$ cat src/rtl/truth_table_sequencer.sv
// rtl/truth_table_sequencer.sv - exhaustive truth-table sweep and check of a combinational block
// Drives every input vector in ascending order, samples the output after a settle delay,
// and compares the captured table against an expected table latched at start.
module truth_table_sequencer #(
  parameter int N_IN          = 4,
  parameter int SETTLE_CYCLES = 2
) (
  input  logic                   clk,
  input  logic                   rst_n,
  input  logic                   start,
  input  logic                   abort,
  input  logic [(1<<N_IN)-1:0]   expected,
  input  logic                   y_in,
  output logic [N_IN-1:0]        x_out,
  output logic                   busy,
  output logic                   done,
  output logic [(1<<N_IN)-1:0]   table_out,
  output logic [N_IN:0]          err_count,
  output logic [N_IN-1:0]        first_fail,
  output logic                   fail_valid,
  output logic                   pass
);

  localparam int NVEC = 1 << N_IN;
  localparam int CW   = (SETTLE_CYCLES > 1) ? $clog2(SETTLE_CYCLES) : 1;
  localparam logic [CW-1:0]   CNT_LOAD = CW'(SETTLE_CYCLES - 1);
  localparam logic [N_IN:0]   ERR_MAX  = (N_IN+1)'(NVEC);
  localparam logic [N_IN-1:0] X_LAST   = {N_IN{1'b1}};

  typedef enum logic [1:0] {
    ST_IDLE,
    ST_SETTLE,
    ST_SAMPLE,
    ST_DONE
  } state_t;

  state_t            state_q, state_d;
  logic [CW-1:0]     cnt_q, cnt_d;
  logic [N_IN-1:0]   x_q, x_d;
  logic [NVEC-1:0]   exp_q, exp_d;
  logic [NVEC-1:0]   table_q, table_d;
  logic [N_IN:0]     err_q, err_d;
  logic [N_IN-1:0]   ff_q, ff_d;
  logic              fv_q, fv_d;
  logic              pass_q, pass_d;

  always_comb begin
    state_d = state_q;
    cnt_d   = cnt_q;
    x_d     = x_q;
    exp_d   = exp_q;
    table_d = table_q;
    err_d   = err_q;
    ff_d    = ff_q;
    fv_d    = fv_q;
    pass_d  = pass_q;

    case (state_q)
      ST_IDLE: begin
        if (start && !abort) begin
          exp_d   = expected;
          table_d = '0;
          err_d   = '0;
          ff_d    = '0;
          fv_d    = 1'b0;
          pass_d  = 1'b0;
          x_d     = '0;
          cnt_d   = CNT_LOAD;
          state_d = ST_SETTLE;
        end
      end

      ST_SETTLE: begin
        if (abort) begin
          state_d = ST_IDLE;
          x_d     = '0;
        end else if (cnt_q == '0) begin
          state_d = ST_SAMPLE;
        end else begin
          cnt_d = cnt_q - CW'(1);
        end
      end

      ST_SAMPLE: begin
        // An aborted sample leaves the partial results untouched.
        if (abort) begin
          state_d = ST_IDLE;
          x_d     = '0;
        end else begin
          table_d[x_q] = y_in;
          if (y_in != exp_q[x_q]) begin
            if (err_q != ERR_MAX) begin
              err_d = err_q + (N_IN+1)'(1);
            end
            if (!fv_q) begin
              ff_d = x_q;
              fv_d = 1'b1;
            end
          end
          if (x_q == X_LAST) begin
            state_d = ST_DONE;
          end else begin
            x_d     = x_q + N_IN'(1);
            cnt_d   = CNT_LOAD;
            state_d = ST_SETTLE;
          end
        end
      end

      ST_DONE: begin
        state_d = ST_IDLE;
        x_d     = '0;
        if (!abort) begin
          pass_d = (err_q == '0);
        end
      end

      default: begin
        state_d = ST_IDLE;
        x_d     = '0;
      end
    endcase
  end

  always_ff @(posedge clk) begin
    if (!rst_n) begin
      state_q <= ST_IDLE;
      cnt_q   <= '0;
      x_q     <= '0;
      exp_q   <= '0;
      table_q <= '0;
      err_q   <= '0;
      ff_q    <= '0;
      fv_q    <= 1'b0;
      pass_q  <= 1'b0;
    end else begin
      state_q <= state_d;
      cnt_q   <= cnt_d;
      x_q     <= x_d;
      exp_q   <= exp_d;
      table_q <= table_d;
      err_q   <= err_d;
      ff_q    <= ff_d;
      fv_q    <= fv_d;
      pass_q  <= pass_d;
    end
  end

  assign x_out      = x_q;
  assign busy       = (state_q != ST_IDLE);
  assign done       = (state_q == ST_DONE);
  assign table_out  = table_q;
  assign err_count  = err_q;
  assign first_fail = ff_q;
  assign fail_valid = fv_q;
  assign pass       = pass_q;

endmodule

$ cat config.mk
export PLATFORM = sky130hd
export DESIGN_NAME = truth_table_sequencer
export DESIGN_NICKNAME = d
export VERILOG_FILES = /design/src/rtl/truth_table_sequencer.sv
export SDC_FILE = /design/constraint.sdc
export NUM_CORES = 1
export LEC_CHECK = 0
export CAP_MARGIN = 20
export CORE_MARGIN = 3
export CORE_UTILIZATION = 50
export DETAILED_ROUTE_END_ITERATION = 16
export PLACE_DENSITY = 0.79
export SLEW_MARGIN = 20
export SYNTH_ARGS = -nofsm -noshare
export SYNTH_HDL_FRONTEND = slang
export SYNTH_SLANG_ARGS = --single-unit
$ cat constraint.sdc
create_clock -name clk -period 3.7 [get_ports clk]
set_clock_uncertainty 0.2 [all_clocks]
set_input_delay 0.925 -clock clk [delete_from_list [all_inputs] [get_ports clk]]
set_output_delay 0.925 -clock clk [all_outputs]
set_load 0.05 [all_outputs]
==> results of run 1 <==
worst paths after layout:
check,to,slack [ns],from,cells after the start
max reg2reg,err_count[2],0.70,x_out[0],5
min,exp_q[8],0.26,exp_q[8],2
min reg2reg,exp_q[8],0.26,exp_q[8],2
max,err_count[2],0.70,x_out[0],5
final cells by class:
type                       instances  share of cell area
tap                               65             0.02620
clock buffer                       7             0.02459
multi-input combinational        212              0.4329
timing repair buffer              60              0.1878
sequential                        50              0.3225
inverter                           5            0.006046
worst max-delay path: cells and delay by family, from the launching register on:
| kind | cells | cell delay, ns |
|---|---|---|
| XOR/XNOR | 1 | 0.24 |
| multiplexers | 2 | 1.10 |
| AND/OR/NAND/NOR | 1 | 0.67 |
| AO/OA/AOI/OAI | 1 | 0.14 |
| flip-flops | 1 | 0.59 |
kinds of logic (layout without fill, tap and decap cells):
family	Yosys count	count (layout)	synth area share
simple gates	111	111	0.2296
compound gates	87	87	0.2204
flops	50	50	0.4063
buf+inv	25	72	0.04825
mux	7	7	0.05841
fa+ha+maj	6	6	0.03047
xor+xnor	1	1	0.006604
per-stage QoR:
step                      power (uW)  cell area, um2  setup slack, ns  std cells  utilization
final                          945.0            3104           0.7019        399       0.6801
after detailed placement       660.5            3028           0.6676        392       0.6634
after floorplan                623.4            2464           0.5988        287            -
after global routing           985.8            3104           0.5058        399       0.6801
after global placement         659.9            3028           0.6943        392       0.6634
after CTS                      951.6            3104           0.6967        399       0.6801
power groups by stage:
stage,Sequential (uW),Clock (uW),Combinational [uW]
floorplan,567,0,56.1
CTS,555,303,93.0
detailed placement,568,0,92.4
global placement,568,0,91.9
global route,557,326,103
finish,555,297,92.7
sequential cells by signal (all words and copies together) (netlist names):
signal,count
fail_valid,1
pass,1
table_out,16
exp_q,16
x_out,4
first_fail,4
err_count,5
cnt_q,1
state_q,2
cells in the final DEF, fill, tap and decap left out, types with 2 or more instances in the layout:
cell	count
o22ai_1	2
o21a_1	2
a22o_1	4
a21boi_0	19
nand3_1	4
ha_1	6
a31oi_1	5
inv_1	5
nor2b_1	6
o31ai_1	2
dfxtp_1	50
buf_4	7
and2_1	20
o2bb2ai_1	2
or2_2	2
mux2i_1	2
nand2_1	45
clkbuf_8	5
a21oi_1	15
o21ai_0	34
nor2_1	11
nor3_1	4
clkdlybuf4s50_1	53
nor3b_1	4
mux4_1	3
clkbuf_1	2
mux4_2	2
nand2b_1	6
or4_2	2
per-layer routing:
metal	vias to the layer above	share of wire
li1	1086	-
met1	985	0.46
met2	74	0.45
met3	5	0.073
met4	0	0.010
met5	-	0
==> flow_metrics.env, run 1 <==
export IMPL_outcome="finished, final reports clean"
export IMPL_pwr_share_clk=0.314
export IMPL_die_area_mm2=0.005806
export IMPL_die_w_um=76.20
export IMPL_dr_pass1_iters=4
export IMPL_routabilityCongestion=0.8005
export IMPL_fin_worst_hold_slack_ns=0.2635
export IMPL_power_density_mw_per_mm2=304.4
export IMPL_grt_use_met2=0.3280
export IMPL_synthTopCellsByCount="dfxtp_1 (50), nand2_1 (45), o21ai_0 (34), and2_1 (20), a21boi_0 (19)"
export IMPL_ys_flop_type="dfxtp_1"
export IMPL_antenna_found_initial=0
export IMPL_finalCriticalPeriod_ns=2.998
export IMPL_drive_above_1_share=0.06587
export IMPL_synth_top_cells_by_area="dfxtp_1 (41%), o21ai_0 (6.9%), nand2_1 (6.9%)"
export IMPL_cp_arrival_ns=3.03
export IMPL_core_area_mm2=0.004564
export IMPL_p_leak_uw=0.001125
export IMPL_criticalPathCategory="flip-flop to flip-flop"
export IMPL_drt_wl_total_um=5314
export IMPL_yosysSeqAreaShare=0.4063
export IMPL_use_met3=0.05437
export IMPL_dpl_hpwl_um=3881
export IMPL_grt_pass1_vias=2001
export IMPL_seqPwrFrac=0.587
export IMPL_hold_viol=0
export IMPL_gr_total_overflow=0
export IMPL_yosysTopAreaCell="dfxtp_1"
export IMPL_cp_slowest_cell="or4_2"
export IMPL_synth_edff_count=0
export IMPL_hold_class="flip-flop to flip-flop"
export IMPL_critPathLaunchType="flip-flop"
export IMPL_max_stage_delay_ns=0.67
export IMPL_synth_most_common_cell="dfxtp_1"
export IMPL_wl_per_cell_um=13.32
export IMPL_cts_resized=0
export IMPL_async_flop_share=0
export IMPL_grt_max_degree=24
export IMPL_via_per_inst=5.388
export IMPL_vdd_drop_max_v=0.0002073
export IMPL_grt_pass1_wl_um=9328
export IMPL_min_period_over_period=0.8103
export IMPL_cts_tree="yes"
export IMPL_internal_power_uw=725.1
export IMPL_clk_pin_slew_ns=0.08
export IMPL_ys_ff_latch=50
export IMPL_grt_setup_unrepaired="false"
export IMPL_numClockSinks=50
export IMPL_drv_slew=0
export IMPL_cts_buffers_inserted=5
export IMPL_syn_avg_cell_area_um2=8.584
export IMPL_drt_iter0_drc=140
export IMPL_fillers=406
export IMPL_yosys_warnings=0
export IMPL_cts_setup_buffers=0
export IMPL_port_buffers=53
export IMPL_worstSkewPairLatency_ns=0.30
export IMPL_nNetsFinal=361
export IMPL_yosysTopAreaCellShare=0.4063
export IMPL_fp_row_count=24
export IMPL_postCtsHoldBufs=0
export IMPL_antenna_cells=0
export IMPL_top_usage_layer="met2"
export IMPL_critPathMaxFanout=11
export IMPL_fmax_ghz=0.3335
export IMPL_synth_area_mm2=0.002464
export IMPL_worst_slew_pin_slew_ns=0.7170
export IMPL_root_buffer="clkbuf_8"
export IMPL_multi_input_area_mm2=0.001344
export IMPL_switching_share=0.2327
export IMPL_ios=54
export IMPL_synth_nets=314
export IMPL_setup_viol=0
export IMPL_worstPathRequired_ns=3.73
export IMPL_met1_usage=0.2346
export IMPL_max_clock_path_buffers=2
export IMPL_start_util=0.5397
export IMPL_cp_cell_sequence="mux4_1 -> mux4_2 -> xnor2_2 -> or4_2 -> a21oi_1"
export IMPL_combPwrFrac=0.098
export IMPL_end_kind="flip-flop"
export IMPL_regArea_mm2=0.001001
export IMPL_fp_dieH_um=76.20
export IMPL_cts_htree_levels=2
export IMPL_finalSetupTns_ns=0
export IMPL_grtUsageTotal=0.1919
export IMPL_final_antenna_net_count=0
export IMPL_synth_cells=287
export IMPL_drc_errors=0
export IMPL_cap_violations=0
export IMPL_ys_types=38
export IMPL_synthToLayoutAreaGrowth_pct=26.00
export IMPL_slew_headroom=0.5220
export IMPL_switching_power_uw=219.9
export IMPL_vias=2150
(Power assumes the default switching activity.)
==> inputs of run 2 (changes only) <==
CORE_UTILIZATION = 45   (was 50)
PLACE_DENSITY = 0.75   (was 0.79)
clock period = 2.73 ns   (was 3.7 ns; I/O delays follow)
==> flow_metrics.env, run 2 (same netlist as run 1, synthesis figures left out) <==
export IMPL_numClockSinks=50
export IMPL_antenna_found_initial=0
export IMPL_fp_row_count=26
export IMPL_total_power_uw=1396
export IMPL_drv_slew=0
export IMPL_critPathMaxFanout=17
export IMPL_top_usage_layer="met2"
export IMPL_grt_setup_unrepaired="false"
export IMPL_dpl_cell_area_mm2=0.003063
export IMPL_cp_arrival_ns=1.79
export IMPL_r2r_start="x_out[0]"
export IMPL_final_common_cell="clkdlybuf4s50_1"
export IMPL_power_density_mw_per_mm2=437.2
export IMPL_p_leak_uw=0.001193
export IMPL_grt_pass1_vias=2099
export IMPL_grtUsageTotal=0.1916
export IMPL_wl_per_cell_um=14.01
export IMPL_root_buffer="clkbuf_8"
export IMPL_cap_violations=0
export IMPL_vias=2149
export IMPL_hold_class="flip-flop to flip-flop"
export IMPL_final_antenna_net_count=0
export IMPL_met1_usage=0.2450
export IMPL_start_util=0.4733
export IMPL_path_delay_family="buffers and inverters"
export IMPL_dp_cells=401
export IMPL_critPathLaunchType="flip-flop"
export IMPL_fin_worst_hold_slack_ns=0.2688
export IMPL_setup_viol=0
export IMPL_gr_total_overflow=0
export IMPL_dpl_hpwl_um=4226
export IMPL_grt_max_degree=32
export IMPL_ios=54
export IMPL_grt_pass1_wl_um=9660
export IMPL_end_kind="primary output"
export IMPL_stdcell_area_mm2=0.003193
export IMPL_hold_viol=0
export IMPL_via_per_inst=5.241
export IMPL_nNetsFinal=366
export IMPL_cp_slowest_cell="clkdlybuf4s50_1"
export IMPL_fmax_ghz=0.3740
export IMPL_grt_use_met2=0.3171
export IMPL_postCtsHoldBufs=0
export IMPL_cts_tree="yes"
export IMPL_routabilityCongestion=0.8028
export IMPL_finalCriticalPeriod_ns=2.674
export IMPL_use_met3=0.03612
export IMPL_worstSkewPairLatency_ns=0.31
export IMPL_vdd_drop_max_v=0.0003357
export IMPL_outcome="finished, final reports clean"
export IMPL_min_period_over_period=0.9793
export IMPL_layout_common_cells="clkdlybuf4s50_1 (51), dfxtp_1 (48), nand2_1 (45)"
export IMPL_die_w_um=79.99
export IMPL_worstPathRequired_ns=1.85
export IMPL_drc_errors=0
export IMPL_fin_cells=410
export IMPL_port_buffers=53
export IMPL_clk_pin_slew_ns=0.09
export IMPL_cts_buffers_inserted=5
export IMPL_cp_cell_sequence="buf_4 -> clkdlybuf4s50_1"
export IMPL_min_from="exp_q[15]"
export IMPL_critPathBufInv=2
export IMPL_fin_util=0.6135
export IMPL_cts_htree_levels=2
export IMPL_worst_slew_pin_slew_ns=0.6038
export IMPL_synthToLayoutAreaGrowth_pct=29.61
export IMPL_drive_above_1_share=0.1029
export IMPL_max_stage_delay_ns=0.83
export IMPL_criticalPathCategory="flip-flop to primary output"
export IMPL_startpoint="x_out[2]"
export IMPL_die_area_mm2=0.006398
export IMPL_max_clock_path_buffers=2
export IMPL_core_area_mm2=0.005205
export IMPL_slew_headroom=0.5918
export IMPL_dr_pass1_iters=4
export IMPL_drt_iter0_drc=108
export IMPL_antenna_cells=0
export IMPL_fp_dieH_um=79.99
export IMPL_drt_wl_total_um=5744
[run 2: cell count changes in the layout (fill, tap and decap cells not counted), sizes merged]
cell | previous run | this run
clkbuf | 7 | 5
bufinv | 0 | 1
clkdlybuf4s50 | 53 | 51
dlymetal6s2s | 0 | 2
clkinv | 0 | 2
buf | 7 | 12
[run 2: path summary, 6_finish.rpt]
| kind | end | slack, ns | depth (start not counted) |
|---|---|---|---|
| max | x_out[2] | 0.06 | 2 |
| min | exp_q[15] | 0.27 | 2 |
| max reg2reg | err_count[2] | 0.09 | 5 |
| min reg2reg | exp_q[15] | 0.27 | 2 |
[run 2: per-stage QoR]
step            TNS, ns  setup WS, ns
2_1_floorplan         0       0.01032
3_3_place_gp          0       0.04359
3_5_place_dp   -0.06200      -0.06200
4_1_cts               0       0.01654
5_1_grt               0      0.005690
6_report              0       0.05643
[run 2: final cells by class]
type                            count  area (um2)
Multi-Input combinational cell    212        1349
Timing Repair Buffer               65       623.1
Tap cell                           70       87.58
Clock inverter                      3       40.04
Clock buffer                        5       68.82
Sequential cell                    50        1006
Fill cell                         480        2012
Inverter                            5       18.77
[run 2: what timing repair did]
item | in CTS | in global routing
buffers inserted | 0 | 1
setup endpoints to repair | 0 | 8
gates resized for setup | 0 | 3
[run 2: tightest hold or removal path: stages, from the launching register on]
cell	delay, ns
dfxtp_1	0.32
nand2_1	0.05
a21boi_0	0.06
[run 2: power by group]
group          total [uW]  switching, uW  internal, uW  leakage, uW
Combinational         132           65.9          66.3     0.000729
Clock                 512            242           270    0.0000579
Sequential            752           9.90           742     0.000406
Total                1400            318          1080      0.00119
[run 2: layer usage]
metal / vias up / part of all wire
li1: 1099 / -
met4: 0 / 0.016
met2: 56 / 0.48
met5: - / 0
met3: 10 / 0.049
met1: 984 / 0.45
